[config.mk]
export PLATFORM = sky130hd
export DESIGN_NAME = fib_seq_gen_flat
export DESIGN_NICKNAME = d
export VERILOG_FILES = /design/src/rtl/fib_seq_pkg.sv /design/src/rtl/fib_seq_gen_if.sv /design/src/rtl/fib_term_reg.sv /design/src/rtl/fib_seq_gen.sv /design/src/flat_wrapper.sv
export SDC_FILE = /design/constraint.sdc
export NUM_CORES = 1
export LEC_CHECK = 0
export CAP_MARGIN = 10
export CORE_MARGIN = 8
export CORE_UTILIZATION = 53
export DETAILED_ROUTE_END_ITERATION = 16
export PLACE_DENSITY = 0.8
export SKIP_LAST_GASP = 1
export SLEW_MARGIN = 15
export SYNTH_ARGS = -nofsm -noshare
export SYNTH_HDL_FRONTEND = slang
export SYNTH_HIERARCHICAL = 1
export SYNTH_SLANG_ARGS = --single-unit
[constraint.sdc]
create_clock -name clock -period 2.5 [get_ports clock]
set_input_delay 0.5 -clock clock [delete_from_list [all_inputs] [get_ports clock]]
set_output_delay 0.5 -clock clock [all_outputs]
set_load 0.03 [all_outputs]
[src/rtl/fib_seq_pkg.sv]
// Shared types and constants for the Fibonacci-style sequence generator.
// Holds the controller state encoding, the mode codes and the Lucas seeds.
package fib_seq_pkg;

    typedef enum logic [1:0] {
        ST_IDLE,
        ST_RUN,
        ST_DONE
    } state_e;

    localparam logic [1:0] MODE_FIB   = 2'b00;
    localparam logic [1:0] MODE_LUCAS = 2'b01;
    localparam logic [1:0] MODE_USER  = 2'b10;
    localparam logic [1:0] MODE_RSVD  = 2'b11;

    localparam int unsigned LUCAS_SEED_A = 2;
    localparam int unsigned LUCAS_SEED_B = 1;

endpackage

[src/rtl/fib_seq_gen_if.sv]
// Request/stream bundle for fib_seq_gen. The master side issues requests
// and consumes terms; the slave side is the generator.
interface fib_seq_gen_if #(
    parameter int unsigned WIDTH   = 8,
    parameter int unsigned COUNT_W = 8
) ();

    logic               start;
    logic [1:0]         mode;
    logic [WIDTH-1:0]   seed_a;
    logic [WIDTH-1:0]   seed_b;
    logic [COUNT_W-1:0] num_terms;
    logic [WIDTH-1:0]   out_data;
    logic               out_valid;
    logic               out_ready;
    logic               busy;
    logic               done;
    logic               overflow;

    modport master (
        output start, mode, seed_a, seed_b, num_terms, out_ready,
        input  out_data, out_valid, busy, done, overflow
    );

    modport slave (
        input  start, mode, seed_a, seed_b, num_terms, out_ready,
        output out_data, out_valid, busy, done, overflow
    );

endinterface

[src/rtl/fib_term_reg.sv]
// Pair of term registers A/B: load seeds, advance (A<=B, B<=A+B) or hold.
// carry reports the carry-out of the current A+B.
module fib_term_reg #(
    parameter int unsigned WIDTH = 8
) (
    input  logic             clock,
    input  logic             reset,
    input  logic             load,
    input  logic             advance,
    input  logic [WIDTH-1:0] seed_a,
    input  logic [WIDTH-1:0] seed_b,
    output logic [WIDTH-1:0] a,
    output logic [WIDTH-1:0] b,
    output logic             carry
);

    logic [WIDTH-1:0] a_q, a_d;
    logic [WIDTH-1:0] b_q, b_d;
    logic [WIDTH:0]   sum;

    always_comb begin
        sum = {1'b0, a_q} + {1'b0, b_q};
        a_d = a_q;
        b_d = b_q;
        if (load) begin
            a_d = seed_a;
            b_d = seed_b;
        end else if (advance) begin
            a_d = b_q;
            b_d = sum[WIDTH-1:0];
        end
    end

    always_ff @(posedge clock) begin
        if (reset) begin
            a_q <= '0;
            b_q <= '0;
        end else begin
            a_q <= a_d;
            b_q <= b_d;
        end
    end

    assign a     = a_q;
    assign b     = b_q;
    assign carry = sum[WIDTH];

endmodule

[src/rtl/fib_seq_gen.sv]
// Fibonacci/Lucas/user-seeded sequence generator with a valid/ready output
// stream, term counter and sticky overflow flag.
module fib_seq_gen
    import fib_seq_pkg::*;
#(
    parameter int unsigned WIDTH   = 8,
    parameter int unsigned COUNT_W = 8
) (
    input  logic          clock,
    input  logic          reset,
    fib_seq_gen_if.slave  bus
);

    state_e             state_q, state_d;
    logic [COUNT_W-1:0] cnt_q, cnt_d;
    logic [COUNT_W-1:0] num_q, num_d;
    logic               ovf_q, ovf_d;

    logic [WIDTH-1:0]   first_seed, second_seed;
    logic [WIDTH-1:0]   term_a, term_b;
    logic               carry;
    logic               load;
    logic               handshake;
    logic               last_term;

    always_comb begin
        case (bus.mode)
            MODE_LUCAS: begin
                first_seed  = WIDTH'(LUCAS_SEED_A);
                second_seed = WIDTH'(LUCAS_SEED_B);
            end
            MODE_USER: begin
                first_seed  = bus.seed_a;
                second_seed = bus.seed_b;
            end
            default: begin
                first_seed  = '0;
                second_seed = WIDTH'(1);
            end
        endcase
    end

    assign handshake = (state_q == ST_RUN) && bus.out_ready;
    assign last_term = (cnt_q == num_q - COUNT_W'(1));

    always_comb begin
        state_d = state_q;
        cnt_d   = cnt_q;
        num_d   = num_q;
        ovf_d   = ovf_q;
        load    = 1'b0;
        case (state_q)
            ST_IDLE: begin
                if (bus.start) begin
                    load    = 1'b1;
                    num_d   = bus.num_terms;
                    cnt_d   = '0;
                    ovf_d   = 1'b0;
                    state_d = (bus.num_terms != '0) ? ST_RUN : ST_DONE;
                end
            end
            ST_RUN: begin
                if (handshake) begin
                    cnt_d = cnt_q + COUNT_W'(1);
                    if (carry) ovf_d = 1'b1;
                    if (last_term) state_d = ST_DONE;
                end
            end
            ST_DONE: state_d = ST_IDLE;
            default: state_d = ST_IDLE;
        endcase
    end

    always_ff @(posedge clock) begin
        if (reset) begin
            state_q <= ST_IDLE;
            cnt_q   <= '0;
            num_q   <= '0;
            ovf_q   <= 1'b0;
        end else begin
            state_q <= state_d;
            cnt_q   <= cnt_d;
            num_q   <= num_d;
            ovf_q   <= ovf_d;
        end
    end

    fib_term_reg #(.WIDTH(WIDTH)) u_terms (
        .clock   (clock),
        .reset   (reset),
        .load    (load),
        .advance (handshake),
        .seed_a  (first_seed),
        .seed_b  (second_seed),
        .a       (term_a),
        .b       (term_b),
        .carry   (carry)
    );

    // B is only needed internally for the next sum; out_data is gated to 0 when idle.
    logic unused_b;
    assign unused_b = ^term_b;

    assign bus.out_valid = (state_q == ST_RUN);
    assign bus.out_data  = (state_q == ST_RUN) ? term_a : '0;
    assign bus.busy      = (state_q == ST_RUN);
    assign bus.done      = (state_q == ST_DONE);
    assign bus.overflow  = ovf_q;

endmodule

[src/flat_wrapper.sv]
// flat-port wrapper written by rule: the top's interface ports become plain ports
module fib_seq_gen_flat import fib_seq_pkg::*;
#(
    parameter int unsigned WIDTH   = 8,
    parameter int unsigned COUNT_W = 8
)
  (clock, reset, bus_start, bus_mode, bus_seed_a, bus_seed_b, bus_num_terms, bus_out_ready, bus_out_data, bus_out_valid, bus_busy, bus_done, bus_overflow);
  fib_seq_gen_if #(.WIDTH(WIDTH), .COUNT_W(COUNT_W)) bus_i ();
  input  logic clock;
  input  logic reset;
  input wire logic [$bits(bus_i.start)-1:0] bus_start;
  input wire logic [$bits(bus_i.mode)-1:0] bus_mode;
  input wire logic [$bits(bus_i.seed_a)-1:0] bus_seed_a;
  input wire logic [$bits(bus_i.seed_b)-1:0] bus_seed_b;
  input wire logic [$bits(bus_i.num_terms)-1:0] bus_num_terms;
  input wire logic [$bits(bus_i.out_ready)-1:0] bus_out_ready;
  output wire logic [$bits(bus_i.out_data)-1:0] bus_out_data;
  output wire logic [$bits(bus_i.out_valid)-1:0] bus_out_valid;
  output wire logic [$bits(bus_i.busy)-1:0] bus_busy;
  output wire logic [$bits(bus_i.done)-1:0] bus_done;
  output wire logic [$bits(bus_i.overflow)-1:0] bus_overflow;
  assign bus_i.start = bus_start;
  assign bus_i.mode = bus_mode;
  assign bus_i.seed_a = bus_seed_a;
  assign bus_i.seed_b = bus_seed_b;
  assign bus_i.num_terms = bus_num_terms;
  assign bus_i.out_ready = bus_out_ready;
  assign bus_out_data = bus_i.out_data;
  assign bus_out_valid = bus_i.out_valid;
  assign bus_busy = bus_i.busy;
  assign bus_done = bus_i.done;
  assign bus_overflow = bus_i.overflow;
  fib_seq_gen #(.WIDTH(WIDTH), .COUNT_W(COUNT_W)) u_core (.clock(clock), .reset(reset), .bus(bus_i));
endmodule
==> impl_metrics.ini, run 1 <==
[cts]
clock_latency_ns = 0.29
cts.path.max_buffers = 2
post_cts_resized = 0
clockRootBuffer = clkbuf_8
cts_tree = built
htree_levels = 2
clock-sinks = 35
holdBufCountCts = 0
post-cts-setup-buffers = 0
cts.clk_slew.worst_paths_ns = 0.08
cts_buffers = 5

[finish]
fin_util = 0.670
diodes = 0
drive_above_1_share = 0.103
mostFrequentLayoutCell = dfxtp_1
finalNonFillerCells = 392
nets = 382
postLayoutCellArea_mm2 = 0.00290
area_growth_pct = 22.0
final_cell_mix = dfxtp_1 (35), nor2_1 (34), a21oi_1 (34), clkdlybuf4s50_1 (33)

[power_and_ir_drop]
p_sw_frac = 0.296
internal-power_w = 0.000916
p_clk_frac = 0.314
pwr-share-seq = 0.467
ir_worst_vdd_v = 0.000255
finalPower_w = 0.00130
p_comb_frac = 0.219
p_per_area_mw_per_mm2 = 449
switchingPower_w = 0.000386
p_leak_nw = 1.17

[critical_path]
critPathCaptureType = output port
worstSetupStartpoint = u_core/state_q[0]$_SDFFE_PP0P_
critPathMaxFanout = 8
crit_type = flop to output port
rrSetupSlack_ns = 0.40
critical_path_arrival_ns = 1.79
critPathLaunchType = flop
required_ns = 2.00
r2r_start = u_core/u_terms/a[1]$_SDFFE_PP0P_

[sta]
post-route-min-period_ns = 2.29
final.period_utilization = 0.915
worstMarginPinSlew_ns = 0.621
hold_viol_final = 0
maxSlewViolCount = 0
slew_headroom = 0.584
clock_skew_ns = 0.00457
rsz0062_at_grt = false
tns_ns = 0
setup_viol_count_final = 0
clock.fmax_mhz = 437

[global_routing]
grt_max_degree = 44
grt_pass1_wl_um = 9470
grt_pass1_vias = 2043
grt_overflow_total = 0
grt_antenna_before_repair = 0
grt_usage = 0.158

[die]
start_util = 0.549
die_w_um = 82.9
io-pin-count = 42
dieArea_mm2 = 0.00688
rows = 24
coreArea_mm2 = 0.00432
chipHeight_um = 82.9

[synthesis]
synth_seq_area_share = 0.295
synth.net_count = 342
synth.distinct_cells = 55
syn_area_mm2 = 0.00237
synthArstFlopShare = 0
ys_warn_count = 6
synthFlopType = dfxtp_1
syn_area_per_cell_um2 = 7.94
synth-edff-count = 0
syn_inst = 299
ys_ff_latch = 35

[detailed_routing]
wl_per_cell_um = 14.1
first_pass_iters = 4
drtAntennaViolNets = 0
post-route-drc-count = 0
viasPerCell = 5.50
routed_wirelength_um = 5520
drt-initial-drc-count = 240
vias = 2157

[min_path]
hold_path_startpoint = u_core/num_q[7]$_SDFFE_PP0P_
hold_class = flop to flop

[placement]
numPortBuffers = 41
placed_area_mm2 = 0.00281
gp_congestion = 0.946
place_inst = 384
dp_hpwl_um = 4070

[run]
cap_violations = 0

[run_status]
status = complete, no violations
cell type report:
cell class	count	area, um2
timing repair buffer	49	450
fill	369	1430
sequential	35	701
multi-input combinational	238	1560
clock inverter	2	12.5
inverter	10	37.5
clock buffer	6	72.6
tap	52	65.1
power by group through the flow:
stage	Sequential (W)	Combinational (W)	Clock (W)
after global placement	0.000620	0.000278	0
final	0.000608	0.000285	0.000409
after detailed placement	0.000621	0.000282	0
after floorplan	0.000613	0.000188	0
after global routing	0.000611	0.000315	0.000444
after CTS	0.000608	0.000285	0.000417
per-layer routing:
metal / vias to the layer above / track usage / share of wire
met5: - / 0 / 0
met4: 0 / 0.0431 / 0.0076
met3: 4 / 0.0449 / 0.069
met2: 71 / 0.241 / 0.44
met1: 968 / 0.210 / 0.49
li1: 1114 / - / -
sequential cells by signal, summed over array words and instances (netlist names):
signal / cells
u_core/u_terms/a: 8
u_core/u_terms/b: 8
u_core/cnt_q: 8
u_core/num_q: 8
u_core/bus.overflow: 1
u_core/state_q: 2
metrics by stage:
step,worst slack (ns),hold WS (ns)
after floorplan,0.680,0.448
final,0.213,0.470
after global routing,0.121,0.506
after global placement,0.334,0.450
after CTS,0.207,0.473
after detailed placement,0.305,0.462
final timing paths:
| check | to | depth (start not counted) |
|---|---|---|
| max | bus_out_valid | 3 |
| min | u_core/num_q[7]$_SDFFE_PP0P_ | 2 |
| max reg2reg | u_core/u_terms/b[7]$_SDFFE_PP0P_ | 5 |
| min reg2reg | u_core/num_q[7]$_SDFFE_PP0P_ | 2 |
worst max-delay path: stages, from the launching register on:
cell and delay [ns]:
dfxtp_1 0.43, nor2b_1 0.19, buf_4 0.19, clkdlybuf4s50_1 0.69
synth_stat cells, drive strengths merged (2+ instances only):
cell | number | area [um2]
nand4 | 5 | 31.3
nor4 | 3 | 25.0
nand3b | 2 | 15.0
nand2b | 4 | 25.0
nand2 | 25 | 98.8
dfxtp | 35 | 701
a2111oi | 2 | 23.8
o31a | 2 | 17.5
xnor2 | 5 | 43.8
o311ai | 2 | 25.0
a21boi | 2 | 15.0
nor2b | 9 | 63.8
nor3b | 4 | 30.0
clkbuf | 9 | 35.0
xor2 | 10 | 87.6
inv | 9 | 33.8
a21oi | 34 | 170
o21ai | 8 | 40.0
a211oi | 4 | 30.0
a221oi | 2 | 23.8
ha | 12 | 150
o21bai | 2 | 15.0
nand3 | 9 | 45.0
and2 | 23 | 144
nor2 | 35 | 134
mux2i | 14 | 140
nor3 | 6 | 35.0
buf | 7 | 42.5
kinds of logic (layout without fill, tap and decap cells):
group | after synthesis | after routing | synth area share
AOI/OAI and AO/OA | 65 | 65 | 0.177
buffers and inverters | 26 | 67 | 0.0485
muxes | 14 | 14 | 0.0590
DFF | 35 | 35 | 0.295
and+or+nand+nor | 131 | 131 | 0.293
adders and majority gates | 13 | 13 | 0.0717
xor gates and xnor gates | 15 | 15 | 0.0553
No activity file was read; power rests on OpenSTA's default activity.
==> run 2: changes to the inputs <==
--- a/config.mk
+++ b/config.mk
@@ -7,11 +7,10 @@
 export LEC_CHECK = 0
 export CAP_MARGIN = 10
 export CORE_MARGIN = 8
-export CORE_UTILIZATION = 53
+export CORE_UTILIZATION = 50
 export DETAILED_ROUTE_END_ITERATION = 16
-export PLACE_DENSITY = 0.8
+export PLACE_DENSITY = 0.76
 export SKIP_LAST_GASP = 1
-export SLEW_MARGIN = 15
 export SYNTH_ARGS = -nofsm -noshare
 export SYNTH_HDL_FRONTEND = slang
 export SYNTH_HIERARCHICAL = 1
==> run 2 against run 1 <==
- first-iteration DRC count is 56% lower
- hold slack improved by 0.0029 ns
- sequential cell count unchanged
- final cell count rose by 0.26%
- global-route usage is 0.20 points lower
- total power rose by 4.1%
- largest cell class unchanged
- highest routed layer unchanged
==> impl_metrics.ini, run 2 (synthesized netlist as in run 1, its figures left out) <==
[cts]
cts_buffers = 5
clock-sinks = 35
htree_levels = 2
cts_tree = built
post-cts-setup-buffers = 0
holdBufCountCts = 0
cts.path.max_buffers = 2
clockRootBuffer = clkbuf_8
cts.clk_slew.worst_paths_ns = 0.07
clock_latency_ns = 0.29

[critical_path]
critical_path_arrival_ns = 1.67
cp_cell_sequence = nor2b_1 -> clkdlybuf4s50_1
required_ns = 2.00
r2r_start = u_core/state_q[0]$_SDFFE_PP0P_
crit_type = flop to output port
critPathCaptureType = output port
rrSetupSlack_ns = 0.39
critPathLaunchType = flop
max_stage_delay_ns = 0.71
rr_endpoint = u_core/u_terms/b[5]$_SDFFE_PP0P_
critPathMaxFanout = 5
cp_slowest_cell = clkdlybuf4s50_1
r2r_cells = 8

[sta]
setup_viol_count_final = 0
slew_headroom = 0.652
worstMarginPinSlew_ns = 0.522
clock.fmax_mhz = 460
rsz0062_at_grt = false
post-route-min-period_ns = 2.17
final.period_utilization = 0.869
clock_skew_ns = 0.00379
hold_viol_final = 0
tns_ns = 0
maxSlewViolCount = 0

[detailed_routing]
drtAntennaViolNets = 0
post-route-drc-count = 0
viasPerCell = 5.47
routed_wirelength_um = 5460
first_pass_iters = 4
vias = 2149
wl_per_cell_um = 13.9
drt-initial-drc-count = 105

[die]
dieArea_mm2 = 0.00721
chipHeight_um = 84.9
start_util = 0.510
die_w_um = 84.9
io-pin-count = 42
coreArea_mm2 = 0.00466
rows = 25

[power_and_ir_drop]
p_leak_nw = 1.19
p_per_area_mw_per_mm2 = 463
ir_worst_vdd_v = 0.000241

[global_routing]
grt_pass1_vias = 2069
grt_overflow_total = 0
grt_max_degree = 44
grt_pass1_wl_um = 9450
grt_antenna_before_repair = 0
grt_usage = 0.156

[finish]
final_cell_mix = dfxtp_1 (35), nor2_1 (34), a21oi_1 (34), clkdlybuf4s50_1 (32)
fin_util = 0.628
area_growth_pct = 23.2
nets = 381
mostFrequentLayoutCell = dfxtp_1
diodes = 0
drive_above_1_share = 0.103

[run]
cap_violations = 0

[run_status]
status = complete, no violations

[placement]
dp_hpwl_um = 4060
numPortBuffers = 41
gp_congestion = 0.860

[min_path]
hold_path_startpoint = u_core/bus.overflow$_SDFFE_PP0P_
worstHoldEndpoint = u_core/bus.overflow$_SDFFE_PP0P_
holdPathStages = 2
hold_class = flop to flop
-- run 2: changes by cell type in the layout (fill, tap and decap cells not counted) --
| cell | delta |
|---|---|
| clkdlybuf4s50_1 | -1 |
| dlymetal6s2s_1 | +1 |
| buf_4 | -2 |
| clkbuf_1 | -1 |
| clkbuf_8 | +2 |
| buf_12 | +1 |
| clkinv_2 | -1 |
-- run 2: power breakdown --
part / total (W) / switching, W / internal, W / leakage (nW)
logic: 0.000287 / 0.000145 / 0.000142 / 0.855
registers: 0.000608 / 0.0000268 / 0.000581 / 0.285
clock network: 0.000460 / 0.000210 / 0.000251 / 0.0505
total: 0.00135 / 0.000381 / 0.000973 / 1.19
-- run 2: critical path, delay by kind of cell (launching register included) --
kind,cells,cell delay [ns]
buffers and inverters,1,0.71
DFF,1,0.42
and+or+nand+nor,1,0.25
-- run 2: worst max-delay path by stage --
stage,from,end,slack (ns),cells after the start
3_5_place_dp,bus_out_ready,u_core/u_terms/b[5]$_SDFFE_PP0P_,0.28,7
5_1_grt,u_core/state_q[0]$_SDFFE_PP0P_,u_core/u_terms/b[5]$_SDFFE_PP0P_,0.1,8
4_1_cts,u_core/state_q[0]$_SDFFE_PP0P_,bus_out_valid,0.1,3
6_report,u_core/state_q[0]$_SDFFE_PP0P_,bus_busy,0.33,2
2_1_floorplan,u_core/u_terms/a[0]$_SDFFE_PP0P_,u_core/u_terms/b[6]$_SDFFE_PP0P_,0.68,6
3_3_place_gp,bus_out_ready,u_core/u_terms/b[5]$_SDFFE_PP0P_,0.35,7
-- run 2: cell type report --
type	instances	area, um2
clock inverters	1	7.51
clock buffers	7	96.3
inverters	10	37.5
fillers	425	1730
multi-input cells	238	1560
repair buffers	48	458
well taps	54	67.6
flip-flops and latches	35	701
-- run 2: per-stage QoR --
stage                     hold WS [ns]  instances  setup WS, ns  instance area, um2  power (W)
after detailed placement         0.460        385         0.285                2820   0.000907
after global placement           0.448        385         0.346                2820   0.000901
final                            0.473        393         0.327                2930    0.00135
after CTS                        0.479        393        0.0956                2920    0.00137
after floorplan                  0.448        299         0.680                2370   0.000801
after global routing             0.513        393        0.0978                2930    0.00143
-- run 2: what timing repair did --
action,CTS,global route
endpoints found under the hold margin,0,0
gates resized for setup,0,1
endpoints found under the setup margin,0,1
-- run 2: routing by layer --
layer	track usage	routed length, um	up-vias	share of wire
li1	-	-	1117	-
met1	0.196	2740	976	0.50
met2	0.247	2410	50	0.44
met3	0.0434	261	6	0.048
met4	0.0583	51	0	0.0093
met5	0	0	-	0
==> run 3: changes to the inputs <==
--- a/config.mk
+++ b/config.mk
@@ -9,6 +9,7 @@
 export CORE_MARGIN = 8
 export CORE_UTILIZATION = 50
 export DETAILED_ROUTE_END_ITERATION = 16
+export GPL_TIMING_DRIVEN = 0
 export PLACE_DENSITY = 0.76
 export SKIP_LAST_GASP = 1
 export SYNTH_ARGS = -nofsm -noshare
==> run 3 against run 2 <==
- sequential power down 0.7%
- sequential cell count unchanged
- routed wire length up 9.2%
- sequential share of layout area down 0.31 points
- first-iteration DRC count up 120%
- hold slack better by 0.0042 ns
- maximum frequency down 8.0%
- final cell count up 2.3%
- non-clock buffer count up 9
- critical path type unchanged
- critical endpoint is now bus_out_data[2]
==> impl_metrics.ini, run 3 (synthesized netlist as in run 1, its figures left out) <==
[run_status]
status = complete, no violations

[global_routing]
grt_overflow_total = 0
grt_max_degree = 12
grtUsageMet3 = 0.0454
grt_pass1_vias = 2140
grt_usage = 0.170
grt.busiest_layer = met2
use_met2 = 0.261
grt_use_met1 = 0.219
grt_pass1_wl_um = 9980
grt_antenna_before_repair = 0

[sta]
post-route-min-period_ns = 2.36
final.period_utilization = 0.945
maxSlewViolCount = 0
slew_headroom = 0.657
hold_viol_final = 0
setup_viol_count_final = 0
clock_skew_ns = 0.00178
rsz0062_at_grt = false
clock.fmax_mhz = 423
worstMarginPinSlew_ns = 0.511

[cts]
htree_levels = 2
cts.clk_slew.worst_paths_ns = 0.07
post-cts-setup-buffers = 0
cts.path.max_buffers = 2
holdBufCountCts = 0
clockRootBuffer = clkbuf_8
clock_latency_ns = 0.30
cts_buffers = 5
clock-sinks = 35
cts_tree = built

[critical_path]
critical_path_arrival_ns = 1.86
cp_num_cells = 4
cp_slowest_cell = dfxtp_1
max_stage_delay_ns = 0.43
required_ns = 2.00
rrSetupSlack_ns = 0.37
cp_cell_sequence = nor2b_1 -> buf_4 -> and2_1 -> dlygate4sd2_1
worstSetupStartpoint = u_core/state_q[0]$_SDFFE_PP0P_
critPathLaunchType = flop
crit_type = flop to output port
r2r_cells = 8
cpLargestDelayFamily = buffers and inverters
crit_end = bus_out_data[2]
r2r_start = u_core/state_q[0]$_SDFFE_PP0P_
cp_num_buf_inv = 2
critPathCaptureType = output port
critPathMaxFanout = 11
rr_endpoint = u_core/u_terms/b[7]$_SDFFE_PP0P_

[finish]
mostFrequentLayoutCell = dfxtp_1
nets = 390
drive_above_1_share = 0.0833
final_cell_mix = dfxtp_1 (35), nor2_1 (34), a21oi_1 (34), clkdlybuf4s50_1 (31)
area_growth_pct = 24.9
diodes = 0
postLayoutCellArea_mm2 = 0.00297

[die]
dieArea_mm2 = 0.00721
io-pin-count = 42
start_util = 0.510
rows = 25
die_w_um = 84.9
coreArea_mm2 = 0.00466
chipHeight_um = 84.9

[detailed_routing]
drt-initial-drc-count = 233
routed_wirelength_um = 5960
post-route-drc-count = 0
vias = 2219
first_pass_iters = 4
viasPerCell = 5.52
drtAntennaViolNets = 0
wl_per_cell_um = 14.8

[placement]
gp_congestion = 0.884
placed_area_mm2 = 0.00285
dp_hpwl_um = 4400
numPortBuffers = 41

[power_and_ir_drop]
ir_worst_vdd_v = 0.000229
p_per_area_mw_per_mm2 = 486
finalPower_w = 0.00144
p_leak_nw = 1.24

[run]
cap_violations = 0

[min_path]
hold_class = flop to flop
-- run 3: power by group --
part	leakage (nW)	internal (W)	total [W]	switching, W
Combinational	0.893	0.000138	0.000295	0.000157
Clock	0.0612	0.000323	0.000542	0.000219
Sequential	0.285	0.000581	0.000604	0.0000232
Total	1.24	0.00104	0.00144	0.000399
-- run 3: cell type report --
cell class	instances	area, um2
buffer	16	81.3
clock buffer	6	82.6
clock inverter	2	35.0
fill	405	1700
inverter	10	37.5
multi-input combinational	238	1560
sequential	35	701
tap	54	67.6
timing repair buffer	41	402
-- run 3: worst min-delay path by stage --
stage	from	endpoint	slack (ns)	cells past startpoint
3_3_place_gp	u_core/bus.overflow$_SDFFE_PP0P_	u_core/bus.overflow$_SDFFE_PP0P_	0.45	2
5_1_grt	u_core/num_q[7]$_SDFFE_PP0P_	u_core/num_q[7]$_SDFFE_PP0P_	0.50	2
2_1_floorplan	u_core/num_q[7]$_SDFFE_PP0P_	u_core/num_q[7]$_SDFFE_PP0P_	0.45	2
4_1_cts	u_core/num_q[7]$_SDFFE_PP0P_	u_core/num_q[7]$_SDFFE_PP0P_	0.48	2
3_5_place_dp	u_core/bus.overflow$_SDFFE_PP0P_	u_core/bus.overflow$_SDFFE_PP0P_	0.47	2
6_report	u_core/num_q[7]$_SDFFE_PP0P_	u_core/num_q[7]$_SDFFE_PP0P_	0.48	2
-- run 3: repair_timing --
action	4_1_cts	5_1_grt
gates cloned	0	0
resized for setup	10	3
endpoints found under the setup margin	10	2
pin swaps	0	0
-- run 3: through the flow --
step	utilization	setup slack (ns)	TNS (ns)	hold WS, ns	instances
finish	0.636	0.137	0	0.477	402
global route	0.636	0.0298	0	0.504	402
CTS	0.635	0.0424	0	0.479	402
detailed placement	0.612	-0.133	-1.24	0.466	394
global placement	0.612	-0.0709	-0.650	0.450	394
floorplan	-	0.680	0	0.448	299
-- run 3: routing by layer --
layer / part of all wire / wire length (um) / vias up
li1: - / - / 1138
met1: 0.49 / 2940 / 1009
met2: 0.43 / 2570 / 64
met3: 0.060 / 356 / 8
met4: 0.016 / 93 / 0
met5: 0 / 0 / -
-- run 3: worst min-delay path, cell delays in order (launching register included) --
cell and delay (ns):
dfxtp_1 0.32, nand2_1 0.06, a21oi_1 0.05
